$ cat config.mk
export PLATFORM = sky130hd
export DESIGN_NAME = fetch_predict
export DESIGN_NICKNAME = d
export VERILOG_FILES = /design/src/rtl/fetch_predict_pkg.sv /design/src/rtl/fetch_predict_bht.sv /design/src/rtl/fetch_predict.sv
export SDC_FILE = /design/constraint.sdc
export NUM_CORES = 1
export LEC_CHECK = 0
export BUFFER_PORTS_ARGS = -buffer_cell sky130_fd_sc_hd__buf_2
export CORE_UTILIZATION = 40
export CTS_BUF_LIST = sky130_fd_sc_hd__clkbuf_16
export DETAILED_ROUTE_END_ITERATION = 8
export PLACE_DENSITY = 0.72
export SYNTH_ARGS = -nofsm -noshare
export SYNTH_HDL_FRONTEND = slang
export SYNTH_SLANG_ARGS = --single-unit
export TNS_END_PERCENT = 100
$ cat constraint.sdc
create_clock -name clk_i -period 10.7 [get_ports clk_i]
set_input_delay 2.14 -clock clk_i [delete_from_list [all_inputs] [get_ports clk_i]]
set_output_delay 2.14 -clock clk_i [all_outputs]
set_load 0.03 [all_outputs]
$ cat src/rtl/fetch_predict_pkg.sv
// fetch_predict_pkg: shared widths, opcodes, BHT reset value and immediate decoders.
`ifndef PC_WIDTH
`define PC_WIDTH 32
`endif
`ifndef INSTR_WIDTH
`define INSTR_WIDTH 32
`endif
package fetch_predict_pkg;
  localparam logic [6:0] OP_JAL = 7'b1101111;
  localparam logic [6:0] OP_BRANCH = 7'b1100011;
  localparam logic [1:0] BHT_INIT = 2'b01;
  function automatic logic [31:0] imm_j(input logic [31:0] i);
    return {{12{i[31]}}, i[19:12], i[20], i[30:21], 1'b0};
  endfunction
  function automatic logic [31:0] imm_b(input logic [31:0] i);
    return {{20{i[31]}}, i[7], i[30:25], i[11:8], 1'b0};
  endfunction
endpackage

$ cat src/rtl/fetch_predict_bht.sv
// bht: table of 2-bit saturating counters, combinational read, trained on posedge.
module bht
  import fetch_predict_pkg::*;
#(
  parameter int IDX_W = 6
) (
  input  logic             clk_i,
  input  logic             rst_n,
  input  logic [IDX_W-1:0] rd_idx,
  output logic [1:0]       rd_ctr,
  input  logic             train_en,
  input  logic [IDX_W-1:0] train_idx,
  input  logic             train_taken
);
  logic [1:0] ctr [2**IDX_W];
  logic [1:0] cur, nxt;
  assign rd_ctr = ctr[rd_idx];
  always_comb begin
    cur = ctr[train_idx];
    nxt = train_taken ? (&cur ? cur : cur + 2'd1) : (|cur ? cur - 2'd1 : cur);
  end
  always_ff @(posedge clk_i or negedge rst_n) begin
    if (!rst_n)
      for (int k = 0; k < 2**IDX_W; k++) ctr[k] <= BHT_INIT;
    else if (train_en)
      ctr[train_idx] <= nxt;
  end
endmodule

$ cat src/rtl/fetch_predict.sv
// fetch_predict: fetch PC register with predecode and next-PC prediction.
// Define BHT_EN for a 2-bit counter BHT; otherwise branches use static BTFN.
module fetch_predict
  import fetch_predict_pkg::*;
#(
  parameter logic [31:0] RESET_PC = 32'h8000_0000,
  parameter int BHT_IDX_W = 6
) (
  input  logic                    clk_i,
  input  logic                    rst_n,
  input  logic                    F_stall_i,
  input  logic                    E_redirect_i,
  input  logic [`PC_WIDTH-1:0]    E_redirect_PC_i,
  input  logic [`INSTR_WIDTH-1:0] F_instr_i,
  input  logic                    E_train_vaild_i,
  input  logic [`PC_WIDTH-1:0]    E_train_PC_i,
  input  logic                    E_train_taken_i,
  output logic [`PC_WIDTH-1:0]    F_PC_o,
  output logic [`PC_WIDTH-1:0]    F_nPC_o,
  output logic                    F_predict_o,
  output logic                    F_train_vaild_o
);
  logic [`PC_WIDTH-1:0] pc;
  logic is_jal, is_br, br_taken;
  logic [31:0] j_off, b_off;
`ifdef BHT_EN
  logic [1:0] ctr;
  logic unused_train_pc;
  assign unused_train_pc = ^{E_train_PC_i[31:BHT_IDX_W+2], E_train_PC_i[1:0]};
  bht #(.IDX_W(BHT_IDX_W)) u_bht (
    .clk_i      (clk_i),
    .rst_n      (rst_n),
    .rd_idx     (pc[BHT_IDX_W+1:2]),
    .rd_ctr     (ctr),
    .train_en   (E_train_vaild_i),
    .train_idx  (E_train_PC_i[BHT_IDX_W+1:2]),
    .train_taken(E_train_taken_i)
  );
  assign br_taken = ctr[1];
`else
  logic unused_train;
  assign unused_train = ^{E_train_vaild_i, E_train_PC_i, E_train_taken_i};
  // backward branches taken, forward not taken
  assign br_taken = b_off[31];
`endif
  always_comb begin
    is_jal = F_instr_i[6:0] == OP_JAL;
    is_br = F_instr_i[6:0] == OP_BRANCH;
    j_off = imm_j(F_instr_i);
    b_off = imm_b(F_instr_i);
    F_PC_o = pc;
    F_predict_o = is_jal | (is_br & br_taken);
    F_train_vaild_o = is_br;
    F_nPC_o = pc + (is_jal ? j_off : (is_br && br_taken) ? b_off : 32'd4);
  end
  always_ff @(posedge clk_i or negedge rst_n) begin
    if (!rst_n) pc <= RESET_PC;
    else if (E_redirect_i) pc <= E_redirect_PC_i;
    else if (!F_stall_i) pc <= F_nPC_o;
  end
endmodule

==> flow_summary.toml <==
[run_status]
status = "completed"

[flow_run]
cap_viol_max_count = 0

[floorplanning]
die_x_um = 93.2
dieArea_um2 = 8690
core_area_um2 = 7890
rows = 32
fp.dieH_um = 93.2
io_pins = 168
initial_core_util_pct = 42.2

[synth]
synth_top_cell_area_share_pct = 23.3
ys_async_sr_fraction_pct = 100
synth_warnings = 0
synth_cell_type_count = 58
netlist_area_um2 = 3330
ys_seq_area_share_pct = 24.1
syn-num-nets = 551
synthFlopType = "dfrtp_1"
netlist_top_cells_count = "nand2_1, nor2_1, a21oi_1"
yosys.area.top_type = "dfrtp_1"
synth_edf_count = 0
syn_avg_cell_area_um2 = 7.96
synth_most_common_cell = "nand2_1"
syn_inst = 418
ys_top_cells_by_area = "dfrtp_1, ha_1, mux2i_1"
ys_ff_latch = 32

[detailed_routing]
drt_pre_antenna_iters = 5
wl_um = 9300
vias_per_cell = 5.43
ant_nets = 0
initialDrtViolationCount = 199
via_count = 3478
avgRoutedWirePerCell_um = 14.5
drc = 0

[global_routing]
grt_pass1_vias = 3307
gr-total-overflow = 0
grt_max_degree = 52
antenna_found_initial = 0
grt_pass1_wl_um = 15300
track_usage_pct = 21.7

[power]
power_density_nw_per_um2 = 117
p_leak_nw = 2.19
irDropWorstVdd_mv = 0.0593
pwr-share-clk_pct = 28.8
swShare_pct = 41.5
power_switching_mw = 0.204
power.combinational.fraction_pct = 41.3
power.internal_mw = 0.287
seq_power_share_pct = 30.0

[clock_tree]
cts_sinks = 32
htreeDepth = 2
cts_made_buffers = 5
path_clk_slew_ps = 50
cts_buffer_depth = 2
clock_latency_ps = 280
ctsResizeCount = 0
hold_buffers = 0
cts_tree = "done"
cts-root-buf = "clkbuf_16"
post_cts_buffers = 0

[sta]
worst_pin_slew_ps = 831
finalHoldViolCount = 0
rsz0062_at_grt = "no"
fin_skew_ps = 3.91
drv_slew = 0
setup_violations = 0
finalCritPeriodShare_pct = 75.4
hold_ws_ps = 534
fin_crit_ps = 8060
tns_ps = 0
slew_headroom_pct = 44.6
final.setup.worst_slack_ps = 2640
fmax_ghz = 0.124

[critical_path]
cp.required_ps = 8560
r2r_setup_slack_ps = 7690
path_cells = "buf_2 -> nor2b_1 -> nand4_1 -> inv_1 -> and3_1 -> a21oi_1 -> buf_4 -> inv_2 -> nand2_1 -> inv_1 -> fa_1 -> nor2b_1 -> o31a_1 -> o31ai_2 -> a2111oi_2 -> nor3_2 -> o31a_4 -> o21ai_4 -> xnor2_1 -> xnor2_1 -> buf_2"
reg2reg_depth = 12
endpoint_kind = "output pin"
cp_slowest_cell = "fa_1"
crit_fanout = 11
r2r_start = "F_PC_o[1]"
cpPeakStageDelay_ps = 430
cp-start-kind = "primary input"
r2r_end = "F_PC_o[29]"
crit_type = "primary input to output pin"
cp_data_arrival_time_ps = 5920

[worst_hold_path]
hold_depth = 1
min_from = "F_PC_o[0]"
min_path_type = "flip-flop to flip-flop"
hold-path-endpoint = "F_PC_o[0]"

[final_layout]
largest_reg_flops = 32
n_antenna_cell = 0
layout-drive-gt1-share_pct = 29.7
syn2layout_area_growth_pct = 25.7
nNetsFinal = 671

[placement]
place_ws_ps = 2640
port_buffers = 133
place.gp.congestion = 0.877
dp_hpwl_um = 7150
==> metal layers <==
| metal | share of wire [%] | wire [um] | vias to the layer above | track usage, % |
|---|---|---|---|---|
| li1 | - | - | 1737 | - |
| met1 | 47 | 4350 | 1625 | 28.7 |
| met2 | 48 | 4450 | 109 | 37.4 |
| met3 | 4.5 | 417 | 7 | 2.52 |
| met4 | 0.84 | 78 | 0 | 5.77 |
| met5 | 0 | 0 | - | 0 |
==> critical path: cells and delay by family <==
| kind | cells | cell delay [ps] |
|---|---|---|
| fa+ha+maj | 1 | 430 |
| xor+xnor | 2 | 280 |
| simple gates | 6 | 840 |
| buf+inv | 6 | 790 |
| compound gates | 6 | 1430 |
==> power by group through the flow <==
stage	Combinational, mW	Clock (mW)	Sequential (mW)
2_1_floorplan	0.116	0	0.174
3_3_place_gp	0.199	0	0.149
3_5_place_dp	0.202	0	0.149
4_1_cts	0.203	0.144	0.147
5_1_grt	0.219	0.151	0.149
6_report	0.203	0.141	0.147
==> cell type report <==
type	count	area, um^2
fill	773	3710
multi-input combinational	350	2380
sequential	32	802
timing repair buffer	134	673
tap	102	128
clock buffer	5	125
inverter	15	56.3
clock inverter	3	13.8
==> cell usage in the layout, fill, tap and decap left out, types with 2 or more instances in the layout <==
master / instances
buf_2: 133
nand2_1: 57
nor2_1: 35
a21oi_1: 34
dfrtp_1: 31
ha_1: 30
mux2i_1: 25
o21ai_1: 20
o21ai_0: 19
xnor2_1: 16
inv_1: 13
xor2_1: 10
nand4_1: 9
nor2b_1: 8
nand3_1: 7
and2_1: 6
a21o_1: 6
nor3_1: 5
o21a_1: 5
o21bai_1: 5
clkbuf_16: 5
o211ai_1: 4
a31oi_1: 4
a211oi_1: 3
o22ai_1: 3
o21ba_1: 3
and3_1: 2
inv_2: 2
or3_1: 2
nor3_2: 2
nand2b_1: 2
a221oi_1: 2
or2_2: 2
a31o_1: 2
mux2_2: 2
clkinv_2: 2
==> logic make-up (layout without fill, tap and decap cells) <==
| group | after synthesis | count (layout) | share of synthesized area, % |
|---|---|---|---|
| fa+ha+maj | 31 | 31 | 11.9 |
| xor+xnor | 27 | 27 | 7.33 |
| simple gates | 141 | 141 | 19.6 |
| compound gates | 124 | 124 | 24.7 |
| buf+inv | 36 | 157 | 4.25 |
| flops | 32 | 32 | 24.1 |
| mux | 27 | 27 | 8.20 |
==> worst max-delay path by stage <==
stage                      start          end  slack, ps  cells after the start
global route        F_instr_i[5]  F_nPC_o[31]       2310                     21
finish              F_instr_i[5]  F_nPC_o[31]       2640                     21
CTS                 F_instr_i[5]  F_nPC_o[31]       2620                     21
global placement    F_instr_i[5]  F_nPC_o[31]       2700                     21
detailed placement  F_instr_i[5]  F_nPC_o[31]       2640                     21
floorplan           F_instr_i[5]  F_nPC_o[31]       2430                     17
==> per-stage QoR <==
stage | instance area [um^2] | util (%) | power, mW | std cells
floorplan | 3330 | - | 0.290 | 418
detailed placement | 4040 | 51.3 | 0.352 | 633
global route | 4180 | 53.0 | 0.520 | 641
finish | 4180 | 53.0 | 0.491 | 641
CTS | 4180 | 53.0 | 0.494 | 641
global placement | 4040 | 51.3 | 0.348 | 633
No activity file was read; power rests on OpenSTA's default activity.
